$ cat config.mk
export PLATFORM = sky130hd
export DESIGN_NAME = busca_instrucao
export DESIGN_NICKNAME = d
export VERILOG_FILES = /design/src/rtl/busca_instrucao_pkg.sv /design/src/rtl/busca_instrucao_chk.sv /design/src/rtl/fila_instrucao.sv /design/src/rtl/busca_instrucao.sv
export SDC_FILE = /design/constraint.sdc
export NUM_CORES = 1
export LEC_CHECK = 0
export CAP_MARGIN = 5
export CORE_MARGIN = 2
export CORE_UTILIZATION = 56
export DETAILED_ROUTE_END_ITERATION = 10
export PLACE_DENSITY = 0.85
export SETUP_SLACK_MARGIN = 0.5
export SYNTH_ARGS = -nofsm -noshare
export SYNTH_HDL_FRONTEND = slang
export SYNTH_SLANG_ARGS = --single-unit
$ cat constraint.sdc
create_clock -name clock -period 23.9 [get_ports clock]
set_clock_uncertainty 0.1 [all_clocks]
set_input_delay 4.78 -clock clock [delete_from_list [all_inputs] [get_ports clock]]
set_output_delay 4.78 -clock clock [all_outputs]
set_load 0.05 [all_outputs]
$ cat src/rtl/busca_instrucao_pkg.sv
// Types and constants shared by the instruction fetch stage and its neighbours.
// The fetch FIFO carries one entrada_fila_t per delivered instruction.
package pacote_cpu;

    localparam int INSTR_W = 32;
    localparam int PC_W    = 64;

    localparam logic [INSTR_W-1:0] NOP_PADRAO = 32'h0000_0013;

    typedef struct packed {
        logic [INSTR_W-1:0] instrucao;
        logic [PC_W-1:0]    pc;
        logic               erro;
    } entrada_fila_t;

endpackage

$ cat src/rtl/busca_instrucao_chk.sv
// Property checker for the fetch stage: reserved slots (queued + in flight)
// must never exceed the FIFO depth.
module busca_instrucao_chk #(
    parameter int PROFUNDIDADE = 2,
    parameter int OW           = 2
) (
    input logic          clock,
    input logic          reset,
    input logic [OW-1:0] ocupacao,
    input logic [OW-1:0] em_voo
);

    localparam logic [OW:0] LIMITE = (OW+1)'(PROFUNDIDADE);

    a_reserva: assert property (@(posedge clock) disable iff (reset)
        ({1'b0, ocupacao} + {1'b0, em_voo}) <= LIMITE)
        else $error("busca_instrucao: ocupacao + em_voo above PROFUNDIDADE");

endmodule

$ cat src/rtl/fila_instrucao.sv
// Synchronous FIFO of fetched instructions with flush; the head is read straight
// from the storage registers so the decoder never sees a combinational path.
module fila_instrucao
    import pacote_cpu::*;
#(
    parameter int PROFUNDIDADE = 2
) (
    input  logic                          clock,
    input  logic                          reset,
    input  logic                          push,
    input  entrada_fila_t                 dado,
    input  logic                          pop,
    input  logic                          flush,
    output entrada_fila_t                 cabeca,
    output logic                          valida,
    output logic [$clog2(PROFUNDIDADE):0] ocupacao
);

    localparam int PW = $clog2(PROFUNDIDADE);
    localparam int OW = PW + 1;

    entrada_fila_t r_mem [PROFUNDIDADE];
    logic [PW-1:0] r_rd;
    logic [PW-1:0] r_wr;
    logic [OW-1:0] r_ocup;
    logic          r_valida;

    logic          w_pop;
    logic [OW-1:0] w_ocup_prox;

    // Qualify pop with a valid head and compute next occupancy
    always_comb begin
        w_pop = pop & r_valida;
        if (flush) begin
            w_ocup_prox = '0;
        end else begin
            w_ocup_prox = r_ocup + OW'(push) - OW'(w_pop);
        end
    end

    // Storage, pointers and occupancy; flush wins over push and pop
    always_ff @(posedge clock or posedge reset) begin
        if (reset) begin
            for (int i = 0; i < PROFUNDIDADE; i++) begin
                r_mem[i] <= '0;
            end
            r_rd     <= '0;
            r_wr     <= '0;
            r_ocup   <= '0;
            r_valida <= 1'b0;
        end else if (flush) begin
            r_rd     <= '0;
            r_wr     <= '0;
            r_ocup   <= '0;
            r_valida <= 1'b0;
        end else begin
            if (push) begin
                r_mem[r_wr] <= dado;
                r_wr        <= r_wr + PW'(1);
            end
            if (w_pop) begin
                r_rd <= r_rd + PW'(1);
            end
            r_ocup   <= w_ocup_prox;
            r_valida <= (w_ocup_prox != '0);
        end
    end

    assign cabeca   = r_mem[r_rd];
    assign valida   = r_valida;
    assign ocupacao = r_ocup;

endmodule

$ cat src/rtl/busca_instrucao.sv
// Instruction fetch stage: issues PC reads to a synchronous memory, tracks them in a
// tag pipeline and queues {instruction, pc, range error} for the decoder.
module busca_instrucao
    import pacote_cpu::*;
#(
    parameter int                 LATENCIA     = 1,
    parameter int                 PROFUNDIDADE = 2,
    parameter int                 MEM_ADDR_W   = 10,
    parameter logic [INSTR_W-1:0] NOP          = NOP_PADRAO
) (
    input  logic                  clock,
    input  logic                  reset,
    input  logic [PC_W-1:0]       endereco,
    input  logic                  endereco_valido,
    output logic                  endereco_pronto,
    output logic                  mem_ler,
    output logic [MEM_ADDR_W-1:0] mem_endereco,
    input  logic [INSTR_W-1:0]    mem_dado,
    output logic [INSTR_W-1:0]    instrucao,
    output logic [PC_W-1:0]       instrucao_pc,
    output logic                  instrucao_valida,
    input  logic                  instrucao_pronta,
    input  logic                  descarta,
    output logic                  erro_alinhamento
);

    localparam int          OW     = $clog2(PROFUNDIDADE) + 1;
    localparam logic [OW:0] LIMITE = (OW+1)'(PROFUNDIDADE);

    logic            r_tag_v    [LATENCIA];
    logic [PC_W-1:0] r_tag_pc   [LATENCIA];
    logic            r_tag_erro [LATENCIA];
    logic [OW-1:0]   r_em_voo;
    logic [OW-1:0]   r_descartar;

    logic [OW-1:0]   w_ocupacao;
    logic [OW:0]     w_reservado;
    logic            w_fora;
    logic            w_aceita;
    logic            w_resposta;
    logic            w_push;
    entrada_fila_t   w_entrada;
    entrada_fila_t   w_cabeca;

    // Handshake, memory request and response formation; slots are reserved at issue
    always_comb begin
        w_fora          = (endereco[PC_W-1:MEM_ADDR_W] != '0);
        w_reservado     = {1'b0, w_ocupacao} + {1'b0, r_em_voo};
        endereco_pronto = !reset && !descarta && (w_reservado < LIMITE);
        w_aceita        = endereco_valido && endereco_pronto;
        mem_ler         = w_aceita;
        mem_endereco    = endereco[MEM_ADDR_W-1:0];
        w_resposta      = r_tag_v[LATENCIA-1];
        w_push          = w_resposta && !descarta && (r_descartar == '0);
        w_entrada.instrucao = r_tag_erro[LATENCIA-1] ? NOP : mem_dado;
        w_entrada.pc        = r_tag_pc[LATENCIA-1];
        w_entrada.erro      = r_tag_erro[LATENCIA-1];
    end

    // Tag pipeline aligned with the memory read latency
    always_ff @(posedge clock or posedge reset) begin
        if (reset) begin
            for (int k = 0; k < LATENCIA; k++) begin
                r_tag_v[k]    <= 1'b0;
                r_tag_pc[k]   <= '0;
                r_tag_erro[k] <= 1'b0;
            end
        end else begin
            r_tag_v[0]    <= w_aceita;
            r_tag_pc[0]   <= endereco;
            r_tag_erro[0] <= w_fora;
            for (int k = 1; k < LATENCIA; k++) begin
                r_tag_v[k]    <= r_tag_v[k-1];
                r_tag_pc[k]   <= r_tag_pc[k-1];
                r_tag_erro[k] <= r_tag_erro[k-1];
            end
        end
    end

    // In-flight count and the number of stale responses still to be dropped after a flush
    always_ff @(posedge clock or posedge reset) begin
        if (reset) begin
            r_em_voo    <= '0;
            r_descartar <= '0;
        end else begin
            r_em_voo <= r_em_voo + OW'(w_aceita) - OW'(w_resposta);
            if (descarta) begin
                r_descartar <= r_em_voo - OW'(w_resposta);
            end else if (w_resposta && (r_descartar != '0)) begin
                r_descartar <= r_descartar - OW'(1);
            end
        end
    end

    fila_instrucao #(
        .PROFUNDIDADE (PROFUNDIDADE)
    ) u_fila (
        .clock    (clock),
        .reset    (reset),
        .push     (w_push),
        .dado     (w_entrada),
        .pop      (instrucao_pronta),
        .flush    (descarta),
        .cabeca   (w_cabeca),
        .valida   (instrucao_valida),
        .ocupacao (w_ocupacao)
    );

    busca_instrucao_chk #(
        .PROFUNDIDADE (PROFUNDIDADE),
        .OW           (OW)
    ) u_chk (
        .clock    (clock),
        .reset    (reset),
        .ocupacao (w_ocupacao),
        .em_voo   (r_em_voo)
    );

    assign instrucao        = w_cabeca.instrucao;
    assign instrucao_pc     = w_cabeca.pc;
    assign erro_alinhamento = w_cabeca.erro;

endmodule

==> impl_metrics.tcl, run 1 <==
set metrics [dict create \
    synth-seq-area-share_pct 61.0 \
    cts-htree-levels 1 \
    max_clock_freq_ghz 0.0851 \
    hold_path.class "register to register" \
    required_ns 19.02 \
    cts_buffer_depth 3 \
    cp_data_arrival_time_ns 6.87 \
    path_max_fanout 13 \
    grt_max_degree 120 \
    num_rows 51 \
    dp_cells 1326 \
    grt_pass1_vias 7586 \
    startpoint_type "input port" \
    p_clk_share_pct 28.8 \
    whs_endpoint "u_fila.r_mem[122]" \
    power.share.sequential_pct 38.4 \
    drt_iter0_drc 311 \
    place_area_mm2 0.0132 \
    ant_nets 0 \
    wl_per_cell_um 17.5 \
    synth_nets 1011 \
    grt_remaining_overflow 0 \
    max_cap_violations 0 \
    setup_violations 0 \
    vias_per_cell 5.24 \
    power_switching_mw 0.508 \
    numCtsBuffers 28 \
    vdd_ir_drop_max_mv 0.0661 \
    slew_headroom_pct 32.5 \
    regToRegEndpoint "u_fila.r_mem[192]" \
    routabilityCongestion 0.756 \
    nets 1198 \
    final_common_cell "dfrtp_1" \
    worst_slack_ns 12.15 \
    final_cell_mix "dfrtp_1 (268), nand2_1 (262), clkdlybuf4s50_1 (210)" \
    cts.sinks 269 \
    regToRegSetupSlack_ns 21.21 \
    r2r-start "r_descartar[0]" \
    grt_antenna_before_repair 0 \
    cp_slowest_cell "clkdlybuf4s50_1" \
    crit_path_max_incr_delay_ns 0.81 \
    path_clk_slew_ns 0.06 \
    die_w_um 144 \
    synthCells 904 \
    core_area_mm2 0.0194 \
    slew_viol_final 0 \
    final_cell_count_no_fill 1375 \
    status "finished, final reports clean" \
    grt_util_all_layers_pct 23.5 \
    power.share.switching_pct 34.9 \
    p_per_area_mw_per_mm2 104 \
    grt_pass1_wl_mm 38.6 \
    finalHoldViolations 0 \
    vias 7201 \
    cts_root_buffer "clkbuf_16" \
    drt_wl_total_mm 24.1 \
    start_util_pct 56.9 \
    fin_crit_sh_pct 49.2 \
    synth_top_area_share_pct 61.0 \
    first_pass_iters 4 \
    syn_avg_cell_area_um2 12.2 \
    io_pins 211 \
    pre_cts_slack_ns 12.15 \
    cts_tree "done" \
    antenna_cells 0 \
    ys_warn_count 0 \
    hold_start "r_tag_pc[24]" \
    die_h_um 144 \
    final_area_mm2 0.0141 \
    clk_latency_ns 0.53 \
    tightest_slew_ns 1.01 \
    timing.final.crit_period_ns 11.75 \
    hpwlAfterDp_mm 15.2 \
    syn-cell-area_mm2 0.0110 \
    synth_cell_type_count 30 \
    drc 0 \
    p_int_mw 0.950 \
    rsz0062_at_grt "no" \
    holdBufCountCts 0 \
    post-cts-setup-buffer-count 0 \
    die-area_mm2 0.0208 \
    pwr-share-comb_pct 32.8 \
    path_cells "clkdlybuf4s50_1 > nor4_1 > and2_1 > clkdlybuf4s50_1" \
    synthTopCellsByArea "dfrtp_1 (61%), mux2_2 (9.9%), nand2_1 (8.9%)" \
    crit_path_end_kind "output pin" \
    crit_top_cell "clkdlybuf4s50_1" \
    ys_seq_elements 269 \
    io_buffer_count 210 \
    tns_ns 0 \
    drive_above_1_share_pct 18.8 \
    area_delta_synth_final_pct 27.6 \
    worstSetupPathType "input port to output pin" \
    p_leak_nw 6.79 \
    reg2regPathDepth 6 \
    cts_resized 0 \
    whs_ns 0.364 \
    yosysTopAreaCell "dfrtp_1" \
    whs_path_depth 2 \
]
power groups by stage:
stage	Clock, mW	Combinational, mW	Sequential (mW)
final	0.420	0.478	0.559
after floorplan	0	0.336	0.552
after detailed placement	0	0.478	0.567
after CTS	0.428	0.482	0.560
after global placement	0	0.472	0.563
after global routing	0.448	0.505	0.568
per-stage QoR:
| stage | util, % | power (mW) |
|---|---|---|
| after floorplan | - | 0.888 |
| after global placement | 68.0 | 1.04 |
| after detailed placement | 68.0 | 1.05 |
| after CTS | 72.6 | 1.47 |
| after global routing | 72.6 | 1.52 |
| final | 72.6 | 1.46 |
how the worst max path moves through the flow:
stage	slack (ns)	endpoint	from	cells past startpoint
after CTS	12.13	mem_ler	descarta	4
after global routing	11.99	mem_ler	descarta	4
after detailed placement	12.15	mem_ler	descarta	4
after floorplan	11.61	r_descartar[0]	reset	1
after global placement	12.15	mem_ler	descarta	4
final	12.15	mem_ler	descarta	4
cell families (layout without fill, tap and decap cells):
family / after synthesis / after routing / share of synthesized area [%]
AOI/OAI and AO/OA: 66 / 66 / 3.05
xor gates and xnor gates: 7 / 7 / 0.556
adders and majority gates: 6 / 6 / 0.748
buffers and inverters: 66 / 272 / 3.46
DFF: 269 / 269 / 61.0
muxes: 163 / 163 / 18.6
and+or+nand+nor: 327 / 327 / 12.6
registers in the layout, indices dropped and copies added (netlist names):
name and flops:
r_descartar 2, u_fila.r_rd 1, r_tag_v 1, u_fila.ocupacao 2, r_tag_erro 1, u_fila.r_mem 194
r_tag_pc 64, u_fila.valida 1, r_em_voo 2, u_fila.r_wr 1
synth_stat cells:
cell         n
nor4_1      14
nand4b_1     1
xnor2_1      5
buf_6        8
xor2_1       2
buf_4       11
nand4bb_1    1
inv_1        6
o31a_1       1
nor2_1       8
ha_1         5
buf_2       26
or2_2        1
mux2_1       6
mux2i_1      1
and2_1       3
dfrtp_1    269
nand2b_1    29
clkbuf_1    15
nand4_1      3
and4bb_1     1
fa_1         1
o21ai_0     53
or4_1        1
o21ai_1     11
nor2b_1      3
mux2_4      59
mux2_2      97
o21bai_1     1
nand2_1    262
routing by layer:
metal / track usage (%) / vias up / part of all wire, %
met5: 0 / - / 0
met1: 30.7 / 3605 / 42
met3: 7.62 / 30 / 8.7
met2: 38.7 / 208 / 48
li1: - / 3358 / -
met4: 5.16 / 0 / 1.5
layout make-up:
class	count	area, um^2
multi-input cells	569	3940
flip-flops and latches	269	6740
repair buffers	217	2150
fillers	1370	5320
inverters	6	30.0
clock inverters	9	95.1
clock buffers	40	797
well taps	265	332
worst max-delay path: cells and delay by family:
kind | cells | cell delay [ns]
buffers and inverters | 2 | 1.44
AND/OR/NAND/NOR | 2 | 0.64
Note: power is estimated with default switching activity, not from simulation.
==> run 2: changes to the inputs <==
--- a/config.mk
+++ b/config.mk
@@ -7,9 +7,9 @@
 export LEC_CHECK = 0
 export CAP_MARGIN = 5
 export CORE_MARGIN = 2
-export CORE_UTILIZATION = 56
+export CORE_UTILIZATION = 52
 export DETAILED_ROUTE_END_ITERATION = 10
-export PLACE_DENSITY = 0.85
+export PLACE_DENSITY = 0.8
 export SETUP_SLACK_MARGIN = 0.5
 export SYNTH_ARGS = -nofsm -noshare
 export SYNTH_HDL_FRONTEND = slang
==> constraint.sdc (replaced) <==
create_clock -name clock -period 11.6 [get_ports clock]
set_clock_uncertainty 0.1 [all_clocks]
set_input_delay 2.32 -clock clock [delete_from_list [all_inputs] [get_ports clock]]
set_output_delay 2.32 -clock clock [all_outputs]
set_load 0.05 [all_outputs]
==> run 2 against run 1 <==
Compared with the run above:
- non-clock buffer count stayed put
- first-iteration DRC count shrank 2.3%
- design area up 0.36%
- sequential power rose by 110%
- power up 110%
- register-to-register slack worse by 13 ns
- sequential share of layout area fell by 0.17 points
- critical path type unchanged
- largest power group unchanged
- highest routed layer is now met5
==> impl_metrics.tcl, run 2 (synthesized netlist as in run 1, its figures left out) <==
set metrics [dict create \
    status "finished, final reports clean" \
    worstSetupEndpoint "mem_ler" \
    place_area_mm2 0.0132 \
    pre_cts_slack_ns 4.70 \
    max_cap_violations 0 \
    die-area_mm2 0.0224 \
    final_cell_count_no_fill 1385 \
    p_leak_nw 6.81 \
    power.total_mw 3.03 \
    fin_crit_sh_pct 59.1 \
    first_pass_iters 4 \
    crit_start "descarta" \
    finalHoldViolations 0 \
    cts_buffer_depth 3 \
    drt_iter0_drc 304 \
    reg2regPathDepth 6 \
    area_delta_synth_final_pct 28.1 \
    max_clock_freq_ghz 0.146 \
    regToRegEndpoint "u_fila.r_mem[1]" \
    vdd_ir_drop_max_mv 0.132 \
    routabilityCongestion 0.753 \
    cp_data_arrival_time_ns 4.43 \
    numCtsBuffers 28 \
    final_common_cell "dfrtp_1" \
    cts.sinks 269 \
    cts_tree "done" \
    rsz0062_at_grt "no" \
    holdBufCountCts 0 \
    antenna_cells 0 \
    grt_max_degree 123 \
    p_per_area_mw_per_mm2 215 \
    path_max_fanout 13 \
    num_rows 53 \
    die_h_um 150 \
    largest_reg_flops 194 \
    path_clk_slew_ns 0.06 \
    grt_pass1_wl_mm 39.5 \
    final_area_mm2 0.0141 \
    worst_slack_ns 4.75 \
    tns_ns 0 \
    setup_violations 0 \
    final_cell_mix "dfrtp_1 (268), nand2_1 (262), clkdlybuf4s50_1 (210)" \
    vias_per_cell 5.12 \
    ant_nets 0 \
    regToRegSetupSlack_ns 8.51 \
    grt_util_all_layers_pct 22.2 \
    drt_wl_total_mm 24.4 \
    required_ns 9.18 \
    io_buffer_count 210 \
    reg.largest.list "u_fila.r_mem x194, r_tag_pc x64" \
    core_area_mm2 0.0210 \
    io_pins 211 \
    grt_pass1_vias 7656 \
    largest-register "u_fila.r_mem" \
    start_util_pct 52.7 \
    clk_latency_ns 0.53 \
    grt_antenna_before_repair 1 \
    hold_start "r_tag_pc[10]" \
    vias 7097 \
    r2r-start "r_descartar[0]" \
    crit_path_end_kind "output pin" \
    cts_resized 0 \
    tightest_slew_ns 1.00 \
    die_w_um 150 \
    nets 1198 \
    drive_above_1_share_pct 19.0 \
    cts-htree-levels 1 \
    wl_per_cell_um 17.6 \
    hold_path.class "register to register" \
    drc 0 \
    cts_root_buffer "clkbuf_16" \
    slew_headroom_pct 33.1 \
    dp_cells 1336 \
    hpwlAfterDp_mm 15.3 \
    slew_viol_final 0 \
    worstSetupPathType "input port to output pin" \
    timing.final.crit_period_ns 6.85 \
    grt_remaining_overflow 0 \
    startpoint_type "input port" \
    post-cts-setup-buffer-count 0 \
]
==> run 2: cell count changes in the layout (fill, tap and decap cells not counted) <==
cell and delta:
clkbuf_1 -2, clkinv_2 -2, clkbuf_8 +4
==> run 2: per-layer routing <==
layer  part of all wire [%]  vias to the layer above  global-route usage [%]
met5                  0.053                        -                       0
met4                    1.5                        2                    4.76
met3                    8.4                       31                    6.77
met2                     47                      193                    37.1
met1                     43                     3524                    28.9
li1                       -                     3347                       -
==> run 2: critical path, stage by stage <==
cell	delay [ns]
clkdlybuf4s50_1	0.63
nor4_1	0.45
and2_1	0.22
clkdlybuf4s50_1	0.81
==> run 2: how the worst min path moves through the flow <==
| stage | to | slack [ns] | cells past startpoint |
|---|---|---|---|
| after global placement | u_fila.r_mem[118] | 0.34 | 2 |
| after floorplan | u_fila.r_mem[100] | 0.33 | 2 |
| after global routing | u_fila.r_mem[119] | 0.39 | 2 |
| after detailed placement | u_fila.r_mem[158] | 0.35 | 2 |
| final | u_fila.r_mem[108] | 0.36 | 2 |
| after CTS | u_fila.r_mem[158] | 0.37 | 2 |
==> run 2: cell type report <==
class,count,area [um^2]
clock buffer,42,845
clock inverter,7,85.1
fill,1564,6820
inverter,6,30.0
multi-input combinational,569,3940
sequential,269,6740
tap,275,344
timing repair buffer,217,2150
==> run 2: where the power goes <==
part	internal, mW	total, mW	switching, mW
sequential	1.07	1.15	0.0864
combinational	0.370	0.984	0.613
clock	0.542	0.893	0.351
total	1.98	3.03	1.05
==> run 2: stage by stage <==
| stage | hold slack, ns | utilization (%) |
|---|---|---|
| after floorplan | 0.332 | - |
| after global placement | 0.343 | 63.0 |
| after detailed placement | 0.351 | 63.0 |
| after CTS | 0.365 | 67.4 |
| after global routing | 0.385 | 67.4 |
| final | 0.358 | 67.4 |
